===== src/rtl/umi_pkg.sv =====
// Shared UMI constants and the arbiter state encoding.
package umi_pkg;

   localparam int UMI_OPCODE_LSB = 0;
   localparam int UMI_OPCODE_W   = 5;
   localparam int UMI_SIZE_LSB   = 5;
   localparam int UMI_LEN_LSB    = 8;
   localparam int UMI_EOM_BIT    = 22;

   typedef enum logic {
      ARB_IDLE   = 1'b0,
      ARB_LOCKED = 1'b1
   } arb_state_e;

   // Cyclic successor of idx within 0..n-1.
   function automatic int rr_next(input int idx, input int n);
      return (idx + 1 >= n) ? 0 : idx + 1;
   endfunction

endpackage


===== src/rtl/umi_req_arbiter_if.sv =====
// N UMI request hosts on one side, a single UMI request device on the other.
interface umi_req_arbiter_if #(
   parameter int N  = 4,
   parameter int CW = 32,
   parameter int AW = 64,
   parameter int DW = 128
);
   logic [N-1:0]    uhost_req_valid;
   logic [N*CW-1:0] uhost_req_cmd;
   logic [N*AW-1:0] uhost_req_dstaddr;
   logic [N*AW-1:0] uhost_req_srcaddr;
   logic [N*DW-1:0] uhost_req_data;
   logic [N-1:0]    uhost_req_ready;

   logic            udev_req_valid;
   logic [CW-1:0]   udev_req_cmd;
   logic [AW-1:0]   udev_req_dstaddr;
   logic [AW-1:0]   udev_req_srcaddr;
   logic [DW-1:0]   udev_req_data;
   logic            udev_req_ready;

   modport slave (
      input  uhost_req_valid, uhost_req_cmd, uhost_req_dstaddr, uhost_req_srcaddr,
      input  uhost_req_data, udev_req_ready,
      output uhost_req_ready, udev_req_valid, udev_req_cmd, udev_req_dstaddr,
      output udev_req_srcaddr, udev_req_data
   );

   modport master (
      output uhost_req_valid, uhost_req_cmd, uhost_req_dstaddr, uhost_req_srcaddr,
      output uhost_req_data, udev_req_ready,
      input  uhost_req_ready, udev_req_valid, udev_req_cmd, udev_req_dstaddr,
      input  udev_req_srcaddr, udev_req_data
   );
endinterface


===== src/rtl/umi_rr_pick.sv =====
// Cyclic priority encoder: first set req bit at or after ptr, wrapping at N.
module umi_rr_pick #(
   parameter  int N  = 4,
   localparam int PW = (N > 1) ? $clog2(N) : 1
) (
   input  logic [N-1:0]  req,
   input  logic [PW-1:0] ptr,
   output logic [PW-1:0] gnt,
   output logic          any
);

   logic [PW-1:0] idx;

   // Scan from the farthest offset back to ptr so the nearest hit is written last.
   always_comb begin
      gnt = '0;
      any = 1'b0;
      idx = '0;
      for (int i = N - 1; i >= 0; i--) begin
         idx = PW'((int'(ptr) + i) % N);
         if (req[idx]) begin
            gnt = idx;
            any = 1'b1;
         end
      end
   end

endmodule


===== src/rtl/umi_req_arbiter.sv =====
// Round-robin, message-atomic arbiter sharing one UMI request channel among N hosts.
module umi_req_arbiter
   import umi_pkg::*;
#(
   parameter  int N      = 4,
   parameter  int CW     = 32,
   parameter  int AW     = 64,
   parameter  int DW     = 128,
   parameter  int EOMBIT = UMI_EOM_BIT,
   localparam int PW     = (N > 1) ? $clog2(N) : 1
) (
   input  logic          clk,
   input  logic          reset,
   input  logic [N-1:0]  arb_mask,
   umi_req_arbiter_if.slave bus,
   output logic [PW-1:0] arb_owner,
   output logic          arb_locked
);

   arb_state_e    state_q, state_d;
   logic [PW-1:0] owner_q, owner_d;
   logic [PW-1:0] ptr_q, ptr_d;

   logic [PW-1:0] pick_gnt;
   logic          pick_any;
   logic [PW-1:0] sel;
   logic          have;
   logic          grant_en;
   logic          out_valid;

   logic [CW-1:0] cmd_a     [N];
   logic [AW-1:0] dstaddr_a [N];
   logic [AW-1:0] srcaddr_a [N];
   logic [DW-1:0] data_a    [N];

   umi_rr_pick #(.N(N)) u_pick (
      .req (bus.uhost_req_valid & ~arb_mask),
      .ptr (ptr_q),
      .gnt (pick_gnt),
      .any (pick_any)
   );

   for (genvar g = 0; g < N; g++) begin : g_host
      assign cmd_a[g]     = bus.uhost_req_cmd[g*CW +: CW];
      assign dstaddr_a[g] = bus.uhost_req_dstaddr[g*AW +: AW];
      assign srcaddr_a[g] = bus.uhost_req_srcaddr[g*AW +: AW];
      assign data_a[g]    = bus.uhost_req_data[g*DW +: DW];
      assign bus.uhost_req_ready[g] = grant_en & (sel == PW'(g)) & bus.udev_req_ready;
   end

   always_comb begin
      state_d = state_q;
      owner_d = owner_q;
      ptr_d   = ptr_q;
      if (state_q == ARB_LOCKED) begin
         sel  = owner_q;
         have = 1'b1;
      end else begin
         sel  = pick_gnt;
         have = pick_any;
      end
      grant_en  = have & ~reset;
      out_valid = grant_en & bus.uhost_req_valid[sel];
      // Once a beat is on the output the choice sticks until its EOM is accepted.
      if (out_valid) begin
         owner_d = sel;
         if (bus.udev_req_ready && cmd_a[sel][EOMBIT]) begin
            state_d = ARB_IDLE;
            ptr_d   = PW'(rr_next(int'(sel), N));
         end else begin
            state_d = ARB_LOCKED;
         end
      end
   end

   always_ff @(posedge clk) begin
      if (reset) begin
         state_q <= ARB_IDLE;
         owner_q <= '0;
         ptr_q   <= '0;
      end else begin
         state_q <= state_d;
         owner_q <= owner_d;
         ptr_q   <= ptr_d;
      end
   end

   assign bus.udev_req_valid   = out_valid;
   assign bus.udev_req_cmd     = cmd_a[sel];
   assign bus.udev_req_dstaddr = dstaddr_a[sel];
   assign bus.udev_req_srcaddr = srcaddr_a[sel];
   assign bus.udev_req_data    = data_a[sel];

   assign arb_locked = ~reset & (state_q == ARB_LOCKED);
   assign arb_owner  = reset ? '0 :
                       ((state_q == ARB_IDLE) && pick_any) ? pick_gnt : owner_q;

endmodule


===== src/flat_wrapper.sv =====
// flat-port wrapper written by rule: the top's interface ports become plain ports
module umi_req_arbiter_flat import umi_pkg::*;
#(
   parameter  int N      = 4,
   parameter  int CW     = 32,
   parameter  int AW     = 64,
   parameter  int DW     = 128,
   parameter  int EOMBIT = UMI_EOM_BIT,
   localparam int PW     = (N > 1) ? $clog2(N) : 1
)
  (clk, reset, arb_mask, arb_owner, arb_locked, bus_uhost_req_valid, bus_uhost_req_cmd, bus_uhost_req_dstaddr, bus_uhost_req_srcaddr, bus_uhost_req_data, bus_udev_req_ready, bus_uhost_req_ready, bus_udev_req_valid, bus_udev_req_cmd, bus_udev_req_dstaddr, bus_udev_req_srcaddr, bus_udev_req_data);
  umi_req_arbiter_if #(.N(N), .CW(CW), .AW(AW), .DW(DW)) bus_i ();
  input  logic clk;
  input  logic reset;
  input  logic [N-1:0] arb_mask;
  output logic [PW-1:0] arb_owner;
  output logic arb_locked;
  input wire logic [$bits(bus_i.uhost_req_valid)-1:0] bus_uhost_req_valid;
  input wire logic [$bits(bus_i.uhost_req_cmd)-1:0] bus_uhost_req_cmd;
  input wire logic [$bits(bus_i.uhost_req_dstaddr)-1:0] bus_uhost_req_dstaddr;
  input wire logic [$bits(bus_i.uhost_req_srcaddr)-1:0] bus_uhost_req_srcaddr;
  input wire logic [$bits(bus_i.uhost_req_data)-1:0] bus_uhost_req_data;
  input wire logic [$bits(bus_i.udev_req_ready)-1:0] bus_udev_req_ready;
  output wire logic [$bits(bus_i.uhost_req_ready)-1:0] bus_uhost_req_ready;
  output wire logic [$bits(bus_i.udev_req_valid)-1:0] bus_udev_req_valid;
  output wire logic [$bits(bus_i.udev_req_cmd)-1:0] bus_udev_req_cmd;
  output wire logic [$bits(bus_i.udev_req_dstaddr)-1:0] bus_udev_req_dstaddr;
  output wire logic [$bits(bus_i.udev_req_srcaddr)-1:0] bus_udev_req_srcaddr;
  output wire logic [$bits(bus_i.udev_req_data)-1:0] bus_udev_req_data;
  assign bus_i.uhost_req_valid = bus_uhost_req_valid;
  assign bus_i.uhost_req_cmd = bus_uhost_req_cmd;
  assign bus_i.uhost_req_dstaddr = bus_uhost_req_dstaddr;
  assign bus_i.uhost_req_srcaddr = bus_uhost_req_srcaddr;
  assign bus_i.uhost_req_data = bus_uhost_req_data;
  assign bus_i.udev_req_ready = bus_udev_req_ready;
  assign bus_uhost_req_ready = bus_i.uhost_req_ready;
  assign bus_udev_req_valid = bus_i.udev_req_valid;
  assign bus_udev_req_cmd = bus_i.udev_req_cmd;
  assign bus_udev_req_dstaddr = bus_i.udev_req_dstaddr;
  assign bus_udev_req_srcaddr = bus_i.udev_req_srcaddr;
  assign bus_udev_req_data = bus_i.udev_req_data;
  umi_req_arbiter #(.N(N), .CW(CW), .AW(AW), .DW(DW), .EOMBIT(EOMBIT)) u_core (.clk(clk), .reset(reset), .arb_mask(arb_mask), .bus(bus_i), .arb_owner(arb_owner), .arb_locked(arb_locked));
endmodule

===== config.mk =====
export PLATFORM = sky130hd
export DESIGN_NAME = umi_req_arbiter_flat
export DESIGN_NICKNAME = d
export VERILOG_FILES = /design/src/rtl/umi_pkg.sv /design/src/rtl/umi_req_arbiter_if.sv /design/src/rtl/umi_rr_pick.sv /design/src/rtl/umi_req_arbiter.sv /design/src/flat_wrapper.sv
export SDC_FILE = /design/constraint.sdc
export NUM_CORES = 1
export LEC_CHECK = 0
export CAP_MARGIN = 20
export CORE_AREA = 2 2 571 573
export DETAILED_ROUTE_END_ITERATION = 8
export DIE_AREA = 0 0 573 575
export DONT_BUFFER_PORTS = 1
export GPL_ROUTABILITY_DRIVEN = 1
export PLACE_DENSITY = 0.3
export SYNTH_ARGS = -nofsm -noshare
export SYNTH_HDL_FRONTEND = slang
export SYNTH_HIERARCHICAL = 1
export SYNTH_SLANG_ARGS = --single-unit
export TNS_END_PERCENT = 10

===== constraint.sdc =====
create_clock -name clk -period 2.5 [get_ports clk]
set_clock_uncertainty 0.05 [all_clocks]
set_input_delay 0.375 -clock clk [delete_from_list [all_inputs] [get_ports clk]]
set_output_delay 0.375 -clock clk [all_outputs]
set_load 0.05 [all_outputs]

### Word level (Yosys, flattened, before mapping)

Cells that the tools add are included.

* shift-type cells: 0
* add/sub/neg operators: 4
* div/mod/pow operators: 0
* magnitude comparators: 7
* equal/unequal tests: 3
* multiplexer cells: 36
* multipliers: 0
* reduce and logical (&&, ||, !) cells: 4
* bitwise operators: 16

Operators by type and width (count)
* $bmux 128 s2: 1
* $bmux 64 s2: 2
* $mux 128: 2
* $mux 64: 4
* $bmux 32 s2: 1
* $mux 32: 2
* $mux 2: 8
* $lt 2x3->1 const B: 5
* $and 1x1->1: 11
* $mux 1: 11
* $bmux 1 s2: 5
* $ge 3x3->1 const B: 2
* $add 2x2->2 const B: 2
* $and 4x4->4: 1
* $eq 2x2->1 const B: 2
* $not 4->4: 1
* $add 2x1->3 const B: 1
* $not 2->3: 1
* $add 2x1->2 const B: 1
* $eq 2x1->1 const B: 1
* $logic_and 1x1->1: 2
* $logic_not 2->1: 1
* $not 1->1: 2
* $reduce_and 2->1: 1

* flip-flop bits (word level): 5
* input bits: 1163
* bits in latches: 0
* output and inout port bits: 296
* bits in read-only memories: 0
* memories kept: 0
* bits in writable memories: 0
* word-level logic and storage cells: 73

### Depth between registers and ports, before layout

* depth after elaboration: 15
* gate-level depth with buffers: 12
* gate-level depth less buffers: 11

### Cells and area by module

The synthesis kept the hierarchy.

Modules (own cells, without submodules)
* umi_req_arbiter: area each 9243.9 sq um, sequential area each 100.1 sq um, times used 1, cells an instance 1971
* umi_rr_pick: area each 77.6 sq um, sequential area each 0.0 sq um, times used 1, cells an instance 13

### Worst setup path after synthesis

OpenSTA, ideal clock, no wires.

* path type: input -> output
* start point: input port bus_uhost_req_valid[3]
* end point: output port bus_udev_req_valid
* path slack: -0.707 ns
* buffers on the path: 1
* data required time: 2.075 ns
* stages: 8
* data arrival time: 2.782 ns
* path through: nor2b_1 > mux2i_1 > a211oi_2 > mux2i_2 > buf_4 > mux2i_1 > mux2_2 > nor3_1

* word-level cells in the longest chain between the ends: 11
* elaborated cells between the ends (all ways): 23
* those cells by class: mux: 20; bitwise: 3

Ends and longest elaborated chain
* start, declared: line flat_wrapper.sv:18 `input wire logic [$bits(bus_i.uhost_req_valid)-1:0] bus_uhost_req_valid;`
* $and 4x4->4 *: line umi_req_arbiter.sv:37 `.req (bus.uhost_req_valid & ~arb_mask),`
* $bmux 1 s2: line umi_rr_pick.sv:21 `if (req[idx]) begin`
* $mux 1 (implied by the code): line umi_rr_pick.sv:21
* $mux 2 (3 in a row): line umi_rr_pick.sv:21
* $mux 2 *: line umi_rr_pick.sv:21
* net u_core.pick_gnt[0]: line umi_req_arbiter.sv:24 `logic [PW-1:0] pick_gnt;`
* $mux 2 *: line umi_req_arbiter.sv:55 `if (state_q == ARB_LOCKED) begin`
* $bmux 1 s2 *: line umi_req_arbiter.sv:63 `out_valid = grant_en & bus.uhost_req_valid[sel];`
* $mux 1 (implied by the code) *: line umi_req_arbiter.sv:63
* $and 1x1->1 *: line umi_req_arbiter.sv:63
* end, declared: line flat_wrapper.sv:25 `output wire logic [$bits(bus_i.udev_req_valid)-1:0] bus_udev_req_valid;`

The timed path passes the listed nets; every way through them passes the cells marked *. The select of a mux whose other input is x is not followed.

### Final worst setup path

* start point: register u_core.ptr_q[1]
* end point: output port bus_udev_req_srcaddr[55]

* word-level cells in the longest chain between the ends: 12
* elaborated cells between the ends (all ways): 20
* those cells by class: add/sub: 3; mux: 16; bitwise: 1

Ends and longest elaborated chain
* start, declared: line umi_req_arbiter.sv:22 `logic [PW-1:0] ptr_q, ptr_d;`
* start signal, assigned: line umi_req_arbiter.sv:84 `ptr_q <= ptr_d;`
* $add 2x2->2: line umi_rr_pick.sv:20 `idx = PW'((int'(ptr) + i) % N);`
* $bmux 1 s2: line umi_rr_pick.sv:21
* $mux 1 (implied by the code): line umi_rr_pick.sv:21
* $mux 2 (3 in a row): line umi_rr_pick.sv:21
* $mux 2 *: line umi_rr_pick.sv:21
* net u_core.pick_gnt[0]: line umi_req_arbiter.sv:24
* $mux 2 *: line umi_req_arbiter.sv:55
* $not 2->3 (implied by the code) *: line umi_req_arbiter.sv:91 `assign bus.udev_req_srcaddr = srcaddr_a[sel];`
* $bmux 64 s2 *: line umi_req_arbiter.sv:91
* $mux 64 (implied by the code) * (2 in a row): line umi_req_arbiter.sv:91
* end, declared: line flat_wrapper.sv:28 `output wire logic [$bits(bus_i.udev_req_srcaddr)-1:0] bus_udev_req_srcaddr;`

Marks and branches as above.

==> impl_metrics.json <==
{
  "drt-vias-per-instance": 2.70,
  "design_area_um2": 28800,
  "syn_area_per_cell_um2": 4.70,
  "ant_nets": 0,
  "grt_pass1_wl_um": 261000,
  "violations": "setup timing",
  "crit_required_ps": 2080,
  "async_reset_ff_share_pct": 0,
  "synth_edf_count": 0,
  "hold_start": "reset",
  "setup_viol": 298,
  "grt_antenna_before_repair": 208,
  "path_buf_inv": 6,
  "synth.top_cell.area_share_pct": 46.5,
  "cp.arrival_ps": 2760,
  "wl_um": 229000,
  "h-tree-depth": 1,
  "grt_pass1_vias": 17900,
  "synth_area_leaders": "nand2_1, a31oi_1, and3_1",
  "r2r_start": "u_core/ptr_q[1]",
  "hold_viol_final": 0,
  "core-area_um2": 323000,
  "cts_buffers": 3,
  "grt-ovfl-total": 0,
  "ys_warn_count": 6,
  "netlist_top_cells_count": "nand2_1, a31oi_1, and3_1",
  "layout.nets": 3634,
  "finalCoreUtilization_pct": 8.92,
  "ir_drop_mv": 0.281,
  "grt_max_degree": 46,
  "reg2reg_slack_ps": -300,
  "endpoint_kind": "output port",
  "r2r-end": "u_core/state_q",
  "cts.sinks": 5,
  "worstPathCellList": "nand2b_4 -> a21oi_4 -> a211oi_4 -> mux2i_4 -> buf_6 -> buf_16 -> buf_16 -> buf_12 -> buf_6 -> nand2_1 -> and3_1 -> a31oi_1 -> buf_4",
  "hold_class": "in -> reg",
  "wire_per_inst_um": 33.4,
  "clk_latency_ps": 230,
  "dpl-instance-area_um2": 23000,
  "start_util_pct": 2.88,
  "yosysTopAreaCell": "nand2_1",
  "synthesis.area_um2": 9320,
  "cts_tree": "yes",
  "holdPathEnd": "u_core/ptr_q[1]",
  "fp.dieW_um": 573,
  "portBuffers": 0,
  "cts_max_path_buffers": 2,
  "hold_path_depth": 1,
  "drive_above_1_share_pct": 50.2,
  "powerDensity_nw_per_um2": 596,
  "synth_fp_nets": 3151,
  "period_needed_ps": 3190,
  "drc": 0,
  "start_kind": "flip-flop",
  "ys_seq_area_share_pct": 1.07,
  "final_cells": 6853,
  "ff_latch_area_um2": 104,
  "multi_input_area_um2": 12900,
  "outcome": "finished, violations left",
  "place_congestion": 0.972,
  "dr.pass1.iters": 5,
  "placed_cells": 6691,
  "max-slew-margin-rel_pct": 74.3,
  "crit_slowest_cell": "dfxtp_4",
  "synth.distinct_cells": 31,
  "slew_violations": 0,
  "critical_path_class": "reg -> out",
  "dp_hpwl_um": 204000,
  "num_rows": 209,
  "drt_iter0_drc": 1126,
  "p_leak_nw": 10.2,
  "clk_pin_slew_ps": 30,
  "ios": 1459,
  "cp_slowest_stage_delay_ps": 360,
  "vias": 18500,
  "total_power_w": 0.0172,
  "synthCells": 1984,
  "area_delta_synth_final_pct": 209,
  "postLayoutSetupSlackWorst_ps": -689,
  "final.period_utilization_pct": 128,
  "max_freq_mhz": 314,
  "grt.total_usage_pct": 12.8,
  "rsz0062_at_grt": "true",
  "crit_family": "buffers and inverters",
  "setup-tns-final_ps": -159730,
  "synth-seq-cells": 5,
  "num-fill-cells": 38000,
  "die_area_um2": 329000,
  "cts-root-buf": "clkbuf_16",
  "synth_ff_type": "dfxtp_1",
  "maxCapViolations": 0,
  "yosysMostFrequentCell": "nand2_1",
  "worstMarginPinSlew_ps": 385,
  "fp.dieH_um": 575,
  "critPathMaxFanout": 7,
  "rr_worst_depth": 13
}
[stage by stage]
stage | hold WS (ps) | setup slack [ps]
final | 172 | -689
after global routing | 171 | -756
after CTS | 183 | -707
after detailed placement | 427 | -695
after global placement | 426 | -698
after floorplan | 427 | -518
[how the worst max path moves through the flow]
stage	slack, ps	endpoint	depth (start not counted)	startpoint
2_1_floorplan	-520	bus_udev_req_data[62]	10	bus_uhost_req_valid[2]
3_3_place_gp	-700	bus_udev_req_data[75]	13	bus_uhost_req_valid[2]
3_5_place_dp	-690	bus_udev_req_data[75]	13	bus_uhost_req_valid[2]
4_1_cts	-710	bus_udev_req_dstaddr[6]	13	u_core/ptr_q[1]
5_1_grt	-760	bus_udev_req_data[8]	12	u_core/ptr_q[0]
6_report	-690	bus_udev_req_srcaddr[55]	13	u_core/ptr_q[1]
[state kept, by name (all words and copies together) (netlist names)]
signal and cells:
u_core/ptr_q 2, u_core/state_q 1, u_core/owner_q 2
[power breakdown]
part / internal, W / leakage (nW) / switching [W]
clock: 0.000211 / 0.0385 / 0.0000521
combinational: 0.00678 / 10.1 / 0.0100
sequential: 0.0000857 / 0.0415 / 0.00000818
total: 0.00708 / 10.2 / 0.0101
[final cells by class]
| class | instances | share of cell area [%] |
|---|---|---|
| Multi-Input combinational cell | 1782 | 44.7 |
| Timing Repair Buffer | 669 | 35.1 |
| Tap cell | 4325 | 18.8 |
| Antenna cell | 62 | 0.538 |
| Sequential cell | 5 | 0.360 |
| Clock buffer | 4 | 0.273 |
| Inverter | 4 | 0.213 |
| Timing Repair inverter | 2 | 0.0695 |
[layout by cell type (no fill, tap or decap), types with 4 or more instances in the layout]
| cell | n |
|---|---|
| diode_2 | 62 |
| a31oi_1 | 71 |
| a31oi_2 | 21 |
| nand2_1 | 1021 |
| nand2_2 | 107 |
| and3_1 | 105 |
| clkbuf_16 | 32 |
| and3_2 | 7 |
| buf_4 | 206 |
| nand2_4 | 26 |
| and3_4 | 175 |
| buf_6 | 102 |
| nor2b_2 | 4 |
| a31oi_4 | 195 |
| a21oi_1 | 5 |
| buf_8 | 40 |
| dfxtp_1 | 4 |
| mux2i_4 | 4 |
| buf_12 | 261 |
| buf_16 | 30 |
[cells by family (layout without fill, tap and decap cells)]
group                    Yosys count  in the layout  share of synthesized area, %
AND/OR/NAND/NOR                 1466           1466                          67.3
AO/OA/AOI/OAI                    302            302                          20.3
buffers and inverters            197            679                          9.29
multiplexers                      10             10                          1.50
flip-flops                         5              5                          1.07
adder cells (fa/ha/maj)            4              4                         0.537
other                              0             62                             0
[routing by layer]
layer  vias to the layer above  track usage (%)  share of wire, %
li1                       7788                -                 -
met1                      8822             14.7                39
met2                      1327             20.0                44
met3                       421             7.80                14
met4                       178             3.04               3.4
met5                         -                0              0.51
[repair_timing]
| action | CTS | global route |
|---|---|---|
| cloned | 11 | 33 |
| buffers inserted | 25 | 43 |
| hold buffers | 0 | 0 |
| gates resized for setup | 295 | 556 |
| pin swaps | 30 | 142 |
| setup endpoints to repair | 298 | 298 |
Power figures use the tool's default switching activity.
